File: config.mk
export PLATFORM = sky130hd
export DESIGN_NAME = id_ex_stage
export DESIGN_NICKNAME = d
export VERILOG_FILES = /design/src/rtl/id_ex_stage.sv
export SDC_FILE = /design/constraint.sdc
export NUM_CORES = 1
export LEC_CHECK = 0
export ABC_AREA = 1
export CAP_MARGIN = 40
export CORE_ASPECT_RATIO = 0.5
export CORE_MARGIN = 5
export CORE_UTILIZATION = 30
export DETAILED_ROUTE_END_ITERATION = 8
export GPL_TIMING_DRIVEN = 0
export PLACE_DENSITY = 0.6
export SKIP_CTS_REPAIR_TIMING = 1
export SLEW_MARGIN = 15
export SYNTH_ARGS = -nofsm -noshare
export SYNTH_HDL_FRONTEND = slang
export SYNTH_SLANG_ARGS = --single-unit
export TNS_END_PERCENT = 5
File: constraint.sdc
create_clock -name clk -period 2.32 [get_ports clk]
set_input_delay 0.696 -clock clk [delete_from_list [all_inputs] [get_ports clk]]
set_output_delay 0.696 -clock clk [all_outputs]
set_load 0.01 [all_outputs]
File: src/rtl/id_ex_stage.sv
// id_ex_stage
//   Pipeline register between decode/register-file read and execute.
//   It captures the three operands, their source addresses, the destination,
//   the immediate and the control word whenever the stage advances. The stage
//   can be held (stall) or cleared to a bubble (flush).
//   The register file writes on the same edge as this stage captures, so its
//   read data is stale for a same-cycle write. A writeback bypass corrects the
//   operands at capture time and keeps correcting them while the stage is held.
//
//   Optional build macro: IDEX_PERF_CNT_EN
//     Defined:   stall/bubble performance counters are built (16-bit, saturating).
//     Undefined: no counter flops are built, and both counter ports read 0.
//
// Ports
//   clk, rst                     clock, synchronous active-high reset
//   in_valid, RS1..3, RD1..3,    decode-side instruction fields and the
//   RD, ctrl, imm                register-file read data
//   stall, flush                 hold the stage / insert a bubble
//   wb_en, wb_addr, wb_data      register-file write port, used for bypass
//   in_ready                     ~stall (combinational)
//   ex_valid, ex_op1..3,         registered execute-side fields
//   ex_rs1..3, ex_rd, ex_ctrl,
//   ex_imm
//   stall_count, bubble_count    performance counters
module id_ex_stage #(
  parameter int DATA_W = 32,
  parameter int ADDR_W = 4,
  parameter int CTRL_W = 8
) (
  input  logic              clk,
  input  logic              rst,
  input  logic              in_valid,
  input  logic [ADDR_W-1:0] RS1,
  input  logic [ADDR_W-1:0] RS2,
  input  logic [ADDR_W-1:0] RS3,
  input  logic [DATA_W-1:0] RD1,
  input  logic [DATA_W-1:0] RD2,
  input  logic [DATA_W-1:0] RD3,
  input  logic [ADDR_W-1:0] RD,
  input  logic [CTRL_W-1:0] ctrl,
  input  logic [DATA_W-1:0] imm,
  input  logic              stall,
  input  logic              flush,
  input  logic              wb_en,
  input  logic [ADDR_W-1:0] wb_addr,
  input  logic [DATA_W-1:0] wb_data,
  output logic              in_ready,
  output logic              ex_valid,
  output logic [DATA_W-1:0] ex_op1,
  output logic [DATA_W-1:0] ex_op2,
  output logic [DATA_W-1:0] ex_op3,
  output logic [ADDR_W-1:0] ex_rs1,
  output logic [ADDR_W-1:0] ex_rs2,
  output logic [ADDR_W-1:0] ex_rs3,
  output logic [ADDR_W-1:0] ex_rd,
  output logic [CTRL_W-1:0] ex_ctrl,
  output logic [DATA_W-1:0] ex_imm,
  output logic [15:0]       stall_count,
  output logic [15:0]       bubble_count
);

  logic                        valid_q, valid_d;
  logic [2:0][DATA_W-1:0]      op_q, op_d;
  logic [2:0][ADDR_W-1:0]      rs_q, rs_d;
  logic [ADDR_W-1:0]           rd_q, rd_d;
  logic [CTRL_W-1:0]           ctrl_q, ctrl_d;
  logic [DATA_W-1:0]           imm_q, imm_d;

  logic [2:0][ADDR_W-1:0]      rs_in;
  logic [2:0][DATA_W-1:0]      rdata_in;

  assign rs_in    = {RS3, RS2, RS1};
  assign rdata_in = {RD3, RD2, RD1};
  assign in_ready = ~stall;

  always_comb begin
    // Default is a hold with the held operands still tracking writeback.
    valid_d = valid_q;
    rs_d    = rs_q;
    rd_d    = rd_q;
    ctrl_d  = ctrl_q;
    imm_d   = imm_q;
    for (int n = 0; n < 3; n++) begin
      op_d[n] = (wb_en && (wb_addr == rs_q[n])) ? wb_data : op_q[n];
    end

    if (flush) begin
      valid_d = 1'b0;
      op_d    = '0;
      rs_d    = '0;
      rd_d    = '0;
      ctrl_d  = '0;
      imm_d   = '0;
    end else if (!stall) begin
      valid_d = in_valid;
      rs_d    = rs_in;
      rd_d    = RD;
      imm_d   = imm;
      ctrl_d  = in_valid ? ctrl : '0;
      for (int n = 0; n < 3; n++) begin
        op_d[n] = (wb_en && (wb_addr == rs_in[n])) ? wb_data : rdata_in[n];
      end
    end
  end

  always_ff @(posedge clk) begin
    if (rst) begin
      valid_q <= 1'b0;
      op_q    <= '0;
      rs_q    <= '0;
      rd_q    <= '0;
      ctrl_q  <= '0;
      imm_q   <= '0;
    end else begin
      valid_q <= valid_d;
      op_q    <= op_d;
      rs_q    <= rs_d;
      rd_q    <= rd_d;
      ctrl_q  <= ctrl_d;
      imm_q   <= imm_d;
    end
  end

  assign ex_valid = valid_q;
  assign ex_op1   = op_q[0];
  assign ex_op2   = op_q[1];
  assign ex_op3   = op_q[2];
  assign ex_rs1   = rs_q[0];
  assign ex_rs2   = rs_q[1];
  assign ex_rs3   = rs_q[2];
  assign ex_rd    = rd_q;
  assign ex_ctrl  = ctrl_q;
  assign ex_imm   = imm_q;

`ifdef IDEX_PERF_CNT_EN
  logic [15:0] stall_cnt_q, stall_cnt_d;
  logic [15:0] bubble_cnt_q, bubble_cnt_d;
  logic        stall_inc, bubble_inc;

  // A flush always counts as a bubble, even when stall is also high.
  assign stall_inc  = stall & ~flush;
  assign bubble_inc = flush | (~stall & ~in_valid);

  always_comb begin
    stall_cnt_d  = stall_cnt_q;
    bubble_cnt_d = bubble_cnt_q;
    if (stall_inc && (stall_cnt_q != 16'hFFFF)) begin
      stall_cnt_d = stall_cnt_q + 16'd1;
    end
    if (bubble_inc && (bubble_cnt_q != 16'hFFFF)) begin
      bubble_cnt_d = bubble_cnt_q + 16'd1;
    end
  end

  always_ff @(posedge clk) begin
    if (rst) begin
      stall_cnt_q  <= '0;
      bubble_cnt_q <= '0;
    end else begin
      stall_cnt_q  <= stall_cnt_d;
      bubble_cnt_q <= bubble_cnt_d;
    end
  end

  assign stall_count  = stall_cnt_q;
  assign bubble_count = bubble_cnt_q;
`else
  assign stall_count  = 16'd0;
  assign bubble_count = 16'd0;
`endif

endmodule

==> results.sh, run 1 <==
export IMPL_status="finished clean"
export IMPL_grt_pass1_wl_mm=48.5
export IMPL_drt_total_wl_mm=32.9
export IMPL_die_area_mm2=0.0272
export IMPL_cts_root_buffer="clkbuf_16"
export IMPL_nNetsFinal=1600
export IMPL_clkSinkCount=153
export IMPL_drive_above_1_share_pct=9.80
export IMPL_crit_arrival_ns=2.54
export IMPL_start_kind="primary input"
export IMPL_cp_max_fo=10
export IMPL_cts_tree="built"
export IMPL_cts_buffer_depth=2
export IMPL_worstSetupEndpointType="flip-flop"
export IMPL_ant_nets=0
export IMPL_fin_ws_ns=0.105
export IMPL_fp_row_count=39
export IMPL_yosysWarnings=0
export IMPL_fin_area_mm2=0.0119
export IMPL_grt_antenna_before_repair=5
export IMPL_peakVddDrop_v=0.000476
export IMPL_globalRouteOverflowTotal=0
export IMPL_worst_slew_pin_slew_ns=0.640
export IMPL_synth_top_cell_by_area="dfxtp_1"
export IMPL_multiInputGateArea_mm2=0.00325
export IMPL_die_w_um=228
export IMPL_tns_ns=0
export IMPL_hold_path_class="flip-flop to flip-flop"
export IMPL_crit_buf_inv=4
export IMPL_cts_max_level=4
export IMPL_clock_latency_ns=0.45
export IMPL_cp_common_cell="nand2_1"
export IMPL_nFillCells=2291
export IMPL_grt_setup_unrepaired="yes"
export IMPL_leakagePower_nw=4.95
export IMPL_hpwl_mm=26.0
export IMPL_dp_cells=1695
export IMPL_syn_area_per_cell_um2=7.07
export IMPL_power_mw=7.57
export IMPL_synth_seq_cells=153
export IMPL_ios=380
export IMPL_gp_congestion=0.873
export IMPL_numCtsBuffers=17
export IMPL_synthTopCellsByArea="dfxtp_1 43%, nand2_1 12%, a21oi_1 9.7%"
export IMPL_path_cells="clkdlybuf4s50_1 -> inv_2 -> buf_4 -> nand2_1 -> o21ai_0 -> nor2_1 -> nand2_1 -> nand2_2 -> clkbuf_4 -> nand2_1 -> o21ai_0 -> a21oi_1"
export IMPL_port_buffer_count=345
export IMPL_route_vias_total=8365
export IMPL_grt_start_max_net_pins=17
export IMPL_finalHoldViolCount=0
export IMPL_critPathRequiredTime_ns=2.65
export IMPL_yosysSeqAreaShare_pct=42.8
export IMPL_die_y_um=119
export IMPL_synth_distinct_cells=22
export IMPL_final_setup_viol_count=0
export IMPL_fin_crit_ns=2.21
export IMPL_final_common_cell="clkdlybuf4s50_1"
export IMPL_stdcell_count=1730
export IMPL_grt_usage_pct=23.0
export IMPL_cellPowerDensity_mw_per_mm2=639
export IMPL_regArea_mm2=0.00306
export IMPL_drtIter0Drc=714
export IMPL_slowest_stage="clkdlybuf4s50_1"
export IMPL_pre_cts_ws_ns=-0.790
export IMPL_initial_core_util_pct=30.9
export IMPL_area_delta_synth_final_pct=65.7
export IMPL_grt_pass1_vias=8024
export IMPL_synth_top_area_share_pct=42.8
export IMPL_placed_area_mm2=0.0111
export IMPL_core_mm2=0.0231
export IMPL_crit_type="primary input to flip-flop"
export IMPL_final_cell_mix="343 x clkdlybuf4s50_1, 238 x nand2_1, 153 x dfxtp_1"
export IMPL_path_delay_family="buffers and inverters"
export IMPL_wire_per_inst_um=19.0
export IMPL_syn_area_mm2=0.00715
export IMPL_max_stage_delay_ns=0.47
export IMPL_cts_reportedPaths_clkPinSlew_ns=0.06
export IMPL_slew_violations=0
export IMPL_finalCritPeriodShare_pct=95.5
export IMPL_max_slew_margin_rel_pct=57.3
export IMPL_timing_fmax_mhz=452
export IMPL_routed_via_density=4.84
export IMPL_syn_instance_count=1012
export IMPL_first_pass_iters=7
export IMPL_drv_cap=0
export IMPL_finalClockSkew_ns=0.00868
export IMPL_route_detailed_drc=0
-- layer usage --
| metal | global-route usage (%) | routed length [µm] |
|---|---|---|
| met3 | 6.13 | 2130 |
| met2 | 39.5 | 16300 |
| met1 | 27.6 | 13600 |
| met5 | 0 | 13 |
| met4 | 9.66 | 949 |
-- registers in the layout (all words and copies together), names as in the netlist --
signal and cells:
ex_imm 32, ex_op1 32, ex_op2 32, ex_op3 32
ex_ctrl 8, ex_rd 4, ex_rs1 4, ex_rs2 4
ex_rs3 4, ex_valid 1
-- path summary, 6_finish.rpt --
kind / from / endpoint / slack, ns / cells after the start
min reg2reg: ex_imm[31] / ex_imm[31] / 0.46 / 2
max reg2reg: ex_rs1[0] / ex_op1[23] / 0.64 / 9
min: ex_imm[31] / ex_imm[31] / 0.46 / 2
max: wb_addr[3] / ex_op3[26] / 0.11 / 12
-- report_power, final --
| part | internal (mW) | total, mW | switching [mW] |
|---|---|---|---|
| clock | 2.18 | 3.35 | 1.17 |
| combinational | 0.716 | 1.41 | 0.697 |
| sequential | 2.74 | 2.80 | 0.0645 |
-- Yosys cell counts --
cell type / instances
buf_4: 35
clkbuf_1: 25
conb_1: 1
buf_2: 27
or2_2: 9
xor2_1: 6
a21oi_1: 138
nand2_2: 6
a21oi_2: 5
o21ai_1: 6
nor2_1: 18
inv_2: 3
buf_6: 11
dfxtp_1: 153
nand3_1: 112
nand3_2: 5
nor2_2: 2
inv_1: 80
nand2_4: 2
buf_1: 8
nand2_1: 238
o21ai_0: 122
-- cells by family after synthesis --
group / Yosys count / share of synthesized area, %
flip-flops: 153 / 42.8
other: 1 / 0.0524
AND/OR/NAND/NOR: 392 / 23.8
XOR/XNOR: 6 / 0.735
buffers and inverters: 189 / 13.4
AO/OA/AOI/OAI: 271 / 19.2
-- area by class of cell --
class | count | share of cell area, %
antenna | 4 | 0.0845
buffer | 104 | 5.55
clock buffer | 20 | 3.85
clock inverter | 12 | 2.06
inverter | 83 | 2.70
multi-input combinational | 701 | 27.4
sequential | 153 | 25.8
tap | 307 | 3.24
timing repair buffer | 346 | 29.2
-- worst reg2reg max path: cells and delay by family, from the launching register on --
| family | cells | cell delay [ns] |
|---|---|---|
| buffers and inverters | 3 | 0.58 |
| and+or+nand+nor | 5 | 0.53 |
| DFF | 1 | 0.35 |
| AOI/OAI and AO/OA | 1 | 0.11 |
-- stage by stage --
| stage | utilization [%] | hold slack (ns) |
|---|---|---|
| 2_1_floorplan | - | 0.481 |
| 3_3_place_gp | 48.0 | 0.451 |
| 3_5_place_dp | 48.0 | 0.454 |
| 4_1_cts | 51.0 | 0.464 |
| 5_1_grt | 51.2 | 0.485 |
| 6_report | 51.2 | 0.463 |
Note: power is estimated with default switching activity, not from simulation.
==> inputs of run 2 (changes only) <==
--- a/constraint.sdc
+++ b/constraint.sdc
@@ -3,2 +3,2 @@
 set_output_delay 0.696 -clock clk [all_outputs]
-set_load 0.01 [all_outputs]
+set_load 0.005 [all_outputs]
==> run 2 against run 1 <==
Combinational power is 4% lower. Clock power barely moved. Power shrank 0.73%. First-iteration DRC count unchanged. The run now ends with setup timing left. Routed wire length hardly changed. Non-clock buffer count stayed put. Sequential share of layout area about the same. Flip-flop and latch count unchanged. Die area did not move.
==> results.sh, run 2 (synthesis results as in run 1) <==
export IMPL_clkSinkCount=153
export IMPL_die_w_um=228
export IMPL_die_area_mm2=0.0272
export IMPL_fin_crit_ns=2.42
export IMPL_cp_max_fo=19
export IMPL_route_detailed_drc=0
export IMPL_core_mm2=0.0231
export IMPL_grt_pass1_wl_mm=48.5
export IMPL_critPathRequiredTime_ns=1.62
export IMPL_r2r_start="ex_rs1[0]"
export IMPL_area_delta_synth_final_pct=65.7
export IMPL_worstSetupEndpointType="output pin"
export IMPL_dp_cells=1695
export IMPL_port_buffer_count=345
export IMPL_crit_buf_inv=4
export IMPL_failed_checks="setup timing"
export IMPL_hold_path_class="flip-flop to flip-flop"
export IMPL_slew_violations=0
export IMPL_crit_start="stall"
export IMPL_final_cell_mix="344 x clkdlybuf4s50_1, 238 x nand2_1, 153 x dfxtp_1"
export IMPL_grt_antenna_before_repair=5
export IMPL_slowest_stage="clkdlybuf4s50_1"
export IMPL_ant_nets=0
export IMPL_finalHoldViolCount=0
export IMPL_ios=380
export IMPL_max_slew_margin_rel_pct=57.3
export IMPL_peakVddDrop_v=0.000475
export IMPL_status="complete, but fails checks"
export IMPL_grt_setup_unrepaired="yes"
export IMPL_route_vias_total=8363
export IMPL_initial_core_util_pct=30.9
export IMPL_cts_tree="built"
export IMPL_fin_ws_ns=-0.0965
export IMPL_cts_root_buffer="clkbuf_16"
export IMPL_finalClockSkew_ns=0.00856
export IMPL_worstHoldPathCells=2
export IMPL_worst_path_stages=4
export IMPL_worst_slew_pin_slew_ns=0.640
export IMPL_cts_max_level=4
export IMPL_cellPowerDensity_mw_per_mm2=634
export IMPL_globalRouteOverflowTotal=0
export IMPL_start_kind="primary input"
export IMPL_first_pass_iters=7
export IMPL_nFillCells=2291
export IMPL_leakagePower_nw=4.95
export IMPL_max_stage_delay_ns=0.51
export IMPL_nNetsFinal=1600
export IMPL_fp_row_count=39
export IMPL_stdcell_count=1730
export IMPL_routed_via_density=4.83
export IMPL_drive_above_1_share_pct=9.80
export IMPL_crit_type="primary input to output pin"
export IMPL_die_y_um=119
export IMPL_rr_worst_depth=9
export IMPL_numCtsBuffers=17
export IMPL_drt_total_wl_mm=32.9
export IMPL_clock_latency_ns=0.45
export IMPL_cts_reportedPaths_clkPinSlew_ns=0.06
export IMPL_crit_arrival_ns=1.72
export IMPL_holdWs_ns=0.463
export IMPL_final_setup_viol_count=1
export IMPL_timing_fmax_mhz=414
export IMPL_drtIter0Drc=714
export IMPL_tns_ns=-0.0965
export IMPL_wire_per_inst_um=19.0
export IMPL_grt_pass1_vias=8024
export IMPL_drv_cap=0
export IMPL_final_util_pct=51.2
export IMPL_placed_area_mm2=0.0111
export IMPL_fin_area_mm2=0.0119
export IMPL_finalCritPeriodShare_pct=104
export IMPL_cts_buffer_depth=2
export IMPL_path_cells="buf_2 -> inv_6 -> buf_12 -> clkdlybuf4s50_1"
export IMPL_grt_usage_pct=23.0
export IMPL_grt_start_max_net_pins=17
export IMPL_gp_congestion=0.873
export IMPL_hpwl_mm=26.0
export IMPL_path_delay_family="buffers and inverters"
export IMPL_final_common_cell="clkdlybuf4s50_1"
export IMPL_hold_start="ex_imm[31]"
run 2: cell count changes in the layout (fill, tap and decap cells not counted):
| cell | delta |
|---|---|
| clkdlybuf4s50_1 | +1 |
| dlymetal6s2s_1 | -1 |
run 2: stage by stage:
step           power, mW  setup slack, ns
6_report            7.52          -0.0965
4_1_cts             7.55           -0.761
2_1_floorplan       3.41            0.163
5_1_grt             7.80           -0.126
3_5_place_dp        4.20           -0.755
3_3_place_gp        4.18           -0.736
run 2: routing by layer:
metal	up-vias	routed length [µm]	GRT usage (%)
met5	-	13	0
met4	2	949	9.66
met3	61	2150	6.13
met2	306	16200	39.5
met1	3963	13600	27.6
li1	4031	-	-
run 2: power breakdown:
part           internal (mW)  switching (mW)
Combinational          0.714           0.644
Sequential              2.74          0.0645
Clock                   2.18            1.17
run 2: worst reg2reg max path: stages, from the launching register on:
cell and delay, ns:
dfxtp_1 0.35, inv_1 0.06, nand2_1 0.05, nand3_1 0.07, nor2_1 0.09, nand2_1 0.13, nand2_1 0.19, buf_2 0.24
buf_2 0.28, a21oi_1 0.11
run 2: worst paths after layout:
path | slack, ns | endpoint
setup / recovery | -0.1 | in_ready
hold reg to reg | 0.46 | ex_imm[31]
hold / removal | 0.46 | ex_imm[31]
setup reg to reg | 0.63 | ex_op1[23]
run 2: final cells by class:
cell class | instances | area, µm² | share of cell area, %
diodes | 4 | 10.0 | 0.0845
plain buffers | 104 | 658 | 5.55
clock buffers | 20 | 457 | 3.85
clock inverters | 12 | 244 | 2.06
inverters | 83 | 320 | 2.70
multi-input cells | 701 | 3250 | 27.4
flip-flops and latches | 153 | 3060 | 25.8
well taps | 307 | 384 | 3.24
repair buffers | 346 | 3460 | 29.2
==> inputs of run 3 (changes only) <==
Settings changed: ABC_AREA 1 to default, CAP_MARGIN 40 to default, PLACE_DENSITY 0.6 to default, PLACE_DENSITY_LB_ADDON from default to 0.15.
==> run 3 against run 2 <==
The flow still finishes with violations (setup timing). Cell area decreased by 4.3%. Via count decreased by 17%. Register-to-register slack got worse by 0.47 ns. Core utilization decreased by 1.0 points. Critical endpoint unchanged.
==> results.sh, run 3 <==
export IMPL_yosysMostFrequentCell="dfxtp_1"
export IMPL_cts_max_level=4
export IMPL_max_slew_margin_rel_pct=53.4
export IMPL_wire_per_inst_um=19.8
export IMPL_multiInputGateArea_mm2=0.00332
export IMPL_failed_checks="setup timing"
export IMPL_grt_pass1_vias=7115
export IMPL_clock_power_share_pct=39.2
export IMPL_route_vias_total=6906
export IMPL_cts_root_buffer="clkbuf_16"
export IMPL_first_pass_iters=6
export IMPL_final_cell_mix="341 x clkdlybuf4s50_1, 153 x dfxtp_1, 83 x nor2_1"
export IMPL_clock_latency_ns=0.43
export IMPL_r2r_start="ex_rs3[1]"
export IMPL_grt_setup_unrepaired="yes"
export IMPL_area_delta_synth_final_pct=66.2
export IMPL_hpwl_mm=22.9
export IMPL_synth_ff_type="dfxtp_1"
export IMPL_grt_antenna_before_repair=1
export IMPL_globalRouteOverflowTotal=0
export IMPL_finalCritPeriodShare_pct=102
export IMPL_power_frac_comb_pct=19.5
export IMPL_finalHoldViolCount=0
export IMPL_grt_pass1_wl_mm=42.0
export IMPL_yosysSeqAreaShare_pct=44.9
export IMPL_fp_row_count=39
export IMPL_cp_max_fo=10
export IMPL_die_area_mm2=0.0260
export IMPL_internal_power_mw=4.98
export IMPL_ios=380
export IMPL_power_switching_mw=1.78
export IMPL_finalClockSkew_ns=0.00785
export IMPL_crit_arrival_ns=1.66
export IMPL_pwr_share_seq_pct=41.3
export IMPL_r2r_end="ex_op3[9]"
export IMPL_peakVddDrop_v=0.000458
export IMPL_synth_commonest_cells="153 x dfxtp_1, 83 x nor2_1, 73 x a21oi_1"
export IMPL_fin_ws_ns=-0.0397
export IMPL_fin_area_mm2=0.0113
export IMPL_critPathRequiredTime_ns=1.62
export IMPL_rr_worst_depth=7
export IMPL_cts_buffer_depth=2
export IMPL_gp_congestion=0.858
export IMPL_cellPowerDensity_mw_per_mm2=596
export IMPL_synth_top_area_share_pct=44.9
export IMPL_syn_area_mm2=0.00682
export IMPL_crit_path_end="in_ready"
export IMPL_nNetsFinal=1337
export IMPL_regArea_mm2=0.00306
export IMPL_drt_total_wl_mm=29.0
export IMPL_slew_violations=0
export IMPL_start_kind="primary input"
export IMPL_clkSinkCount=153
export IMPL_crit_type="primary input to output pin"
export IMPL_worstSetupEndpointType="output pin"
export IMPL_synth_top_cell_by_area="dfxtp_1"
export IMPL_die_y_um=117
export IMPL_crit_start="stall"
export IMPL_final_common_cell="clkdlybuf4s50_1"
export IMPL_synth_seq_cells=153
export IMPL_drtIter0Drc=507
export IMPL_grt_usage_pct=21.2
export IMPL_async_reset_ff_share_pct=0
export IMPL_swShare_pct=26.3
export IMPL_status="complete, but fails checks"
export IMPL_fin_crit_ns=2.36
export IMPL_rrSetupSlack_ns=0.16
export IMPL_leakagePower_nw=4.47
export IMPL_final_setup_viol_count=1
export IMPL_drive_above_1_share_pct=10.5
export IMPL_grt_start_max_net_pins=17
export IMPL_syn_instance_count=752
export IMPL_placed_area_mm2=0.0107
export IMPL_timing_fmax_mhz=424
export IMPL_drv_cap=0
export IMPL_routed_via_density=4.72
export IMPL_cts_tree="built"
export IMPL_synth_distinct_cells=33
export IMPL_port_buffer_count=341
export IMPL_synth_edff_count=0
export IMPL_hold_path_class="flip-flop to flip-flop"
export IMPL_syn_area_per_cell_um2=9.07
export IMPL_die_w_um=223
export IMPL_initial_core_util_pct=30.2
export IMPL_synthTopCellsByArea="dfxtp_1 45%, a211oi_1 7.8%, mux2i_1 7.0%"
export IMPL_final_util_pct=50.2
export IMPL_cts_reportedPaths_clkPinSlew_ns=0.06
export IMPL_stdcell_count=1463
export IMPL_yosysWarnings=0
export IMPL_dp_cells=1431
export IMPL_core_mm2=0.0226
export IMPL_nFillCells=2193
export IMPL_numCtsBuffers=17
export IMPL_route_detailed_drc=0
export IMPL_ant_nets=0
export IMPL_worst_slew_pin_slew_ns=0.698
==> run 3: kinds of logic (layout without fill, tap and decap cells) <==
kind of cell | count (synthesis) | count (layout) | share of synthesized area [%]
xor+xnor | 24 | 24 | 3.08
flops | 153 | 153 | 44.9
simple gates | 238 | 238 | 16.7
buf+inv | 97 | 468 | 8.55
compound gates | 188 | 188 | 19.2
other cells | 1 | 34 | 0.0550
mux | 51 | 51 | 7.54
==> run 3: power groups by stage <==
stage / clock, mW / combinational, mW / sequential, mW
after detailed placement: 0 / 1.31 / 2.85
after floorplan: 0 / 0.550 / 2.85
after global routing: 2.82 / 1.43 / 2.80
after CTS: 2.70 / 1.31 / 2.79
after global placement: 0 / 1.30 / 2.84
final: 2.65 / 1.32 / 2.79
==> run 3: cell type report <==
cell class,instances,share of cell area (%)
multi-input cells,533,29.3
plain buffers,95,5.31
well taps,307,3.39
clock inverters,9,0.673
inverters,2,0.110
diodes,2,0.0441
flip-flops and latches,153,27.0
clock buffers,21,4.06
repair buffers,341,30.1
==> run 3: stage by stage <==
step           power, mW  hold WS [ns]  setup WS (ns)  setup TNS, ns
3_5_place_dp        4.15         0.482         -0.860         -87.73
6_report            6.76         0.495        -0.0397        -0.0397
3_3_place_gp        4.14         0.473         -0.805         -82.96
2_1_floorplan       3.40         0.485          0.220              0
5_1_grt             7.05         0.530         -0.127          -2.63
4_1_cts             6.80         0.499         -0.398         -22.76
==> run 3: worst min-delay path by stage <==
| stage | startpoint | endpoint | cells after the start |
|---|---|---|---|
| finish | ex_imm[2] | ex_imm[2] | 2 |
| global route | ex_op3[6] | ex_op3[6] | 2 |
| CTS | ex_imm[2] | ex_imm[2] | 2 |
| detailed placement | ex_imm[2] | ex_imm[2] | 2 |
| global placement | ex_imm[26] | ex_imm[26] | 2 |
| floorplan | ex_valid | ex_valid | 2 |
==> run 3: worst max-delay path: stages <==
cell,delay [ns]
buf_2,0.22
inv_6,0.16
clkdlybuf4s50_1,0.57
==> run 3: routing by layer <==
metal | GRT usage (%) | up-vias | wire length (µm)
met1 | 25.5 | 3250 | 11900
met5 | 0 | - | 0
met4 | 7.06 | 0 | 807
met2 | 37.0 | 237 | 14300
met3 | 6.10 | 52 | 2000
li1 | - | 3367 | -
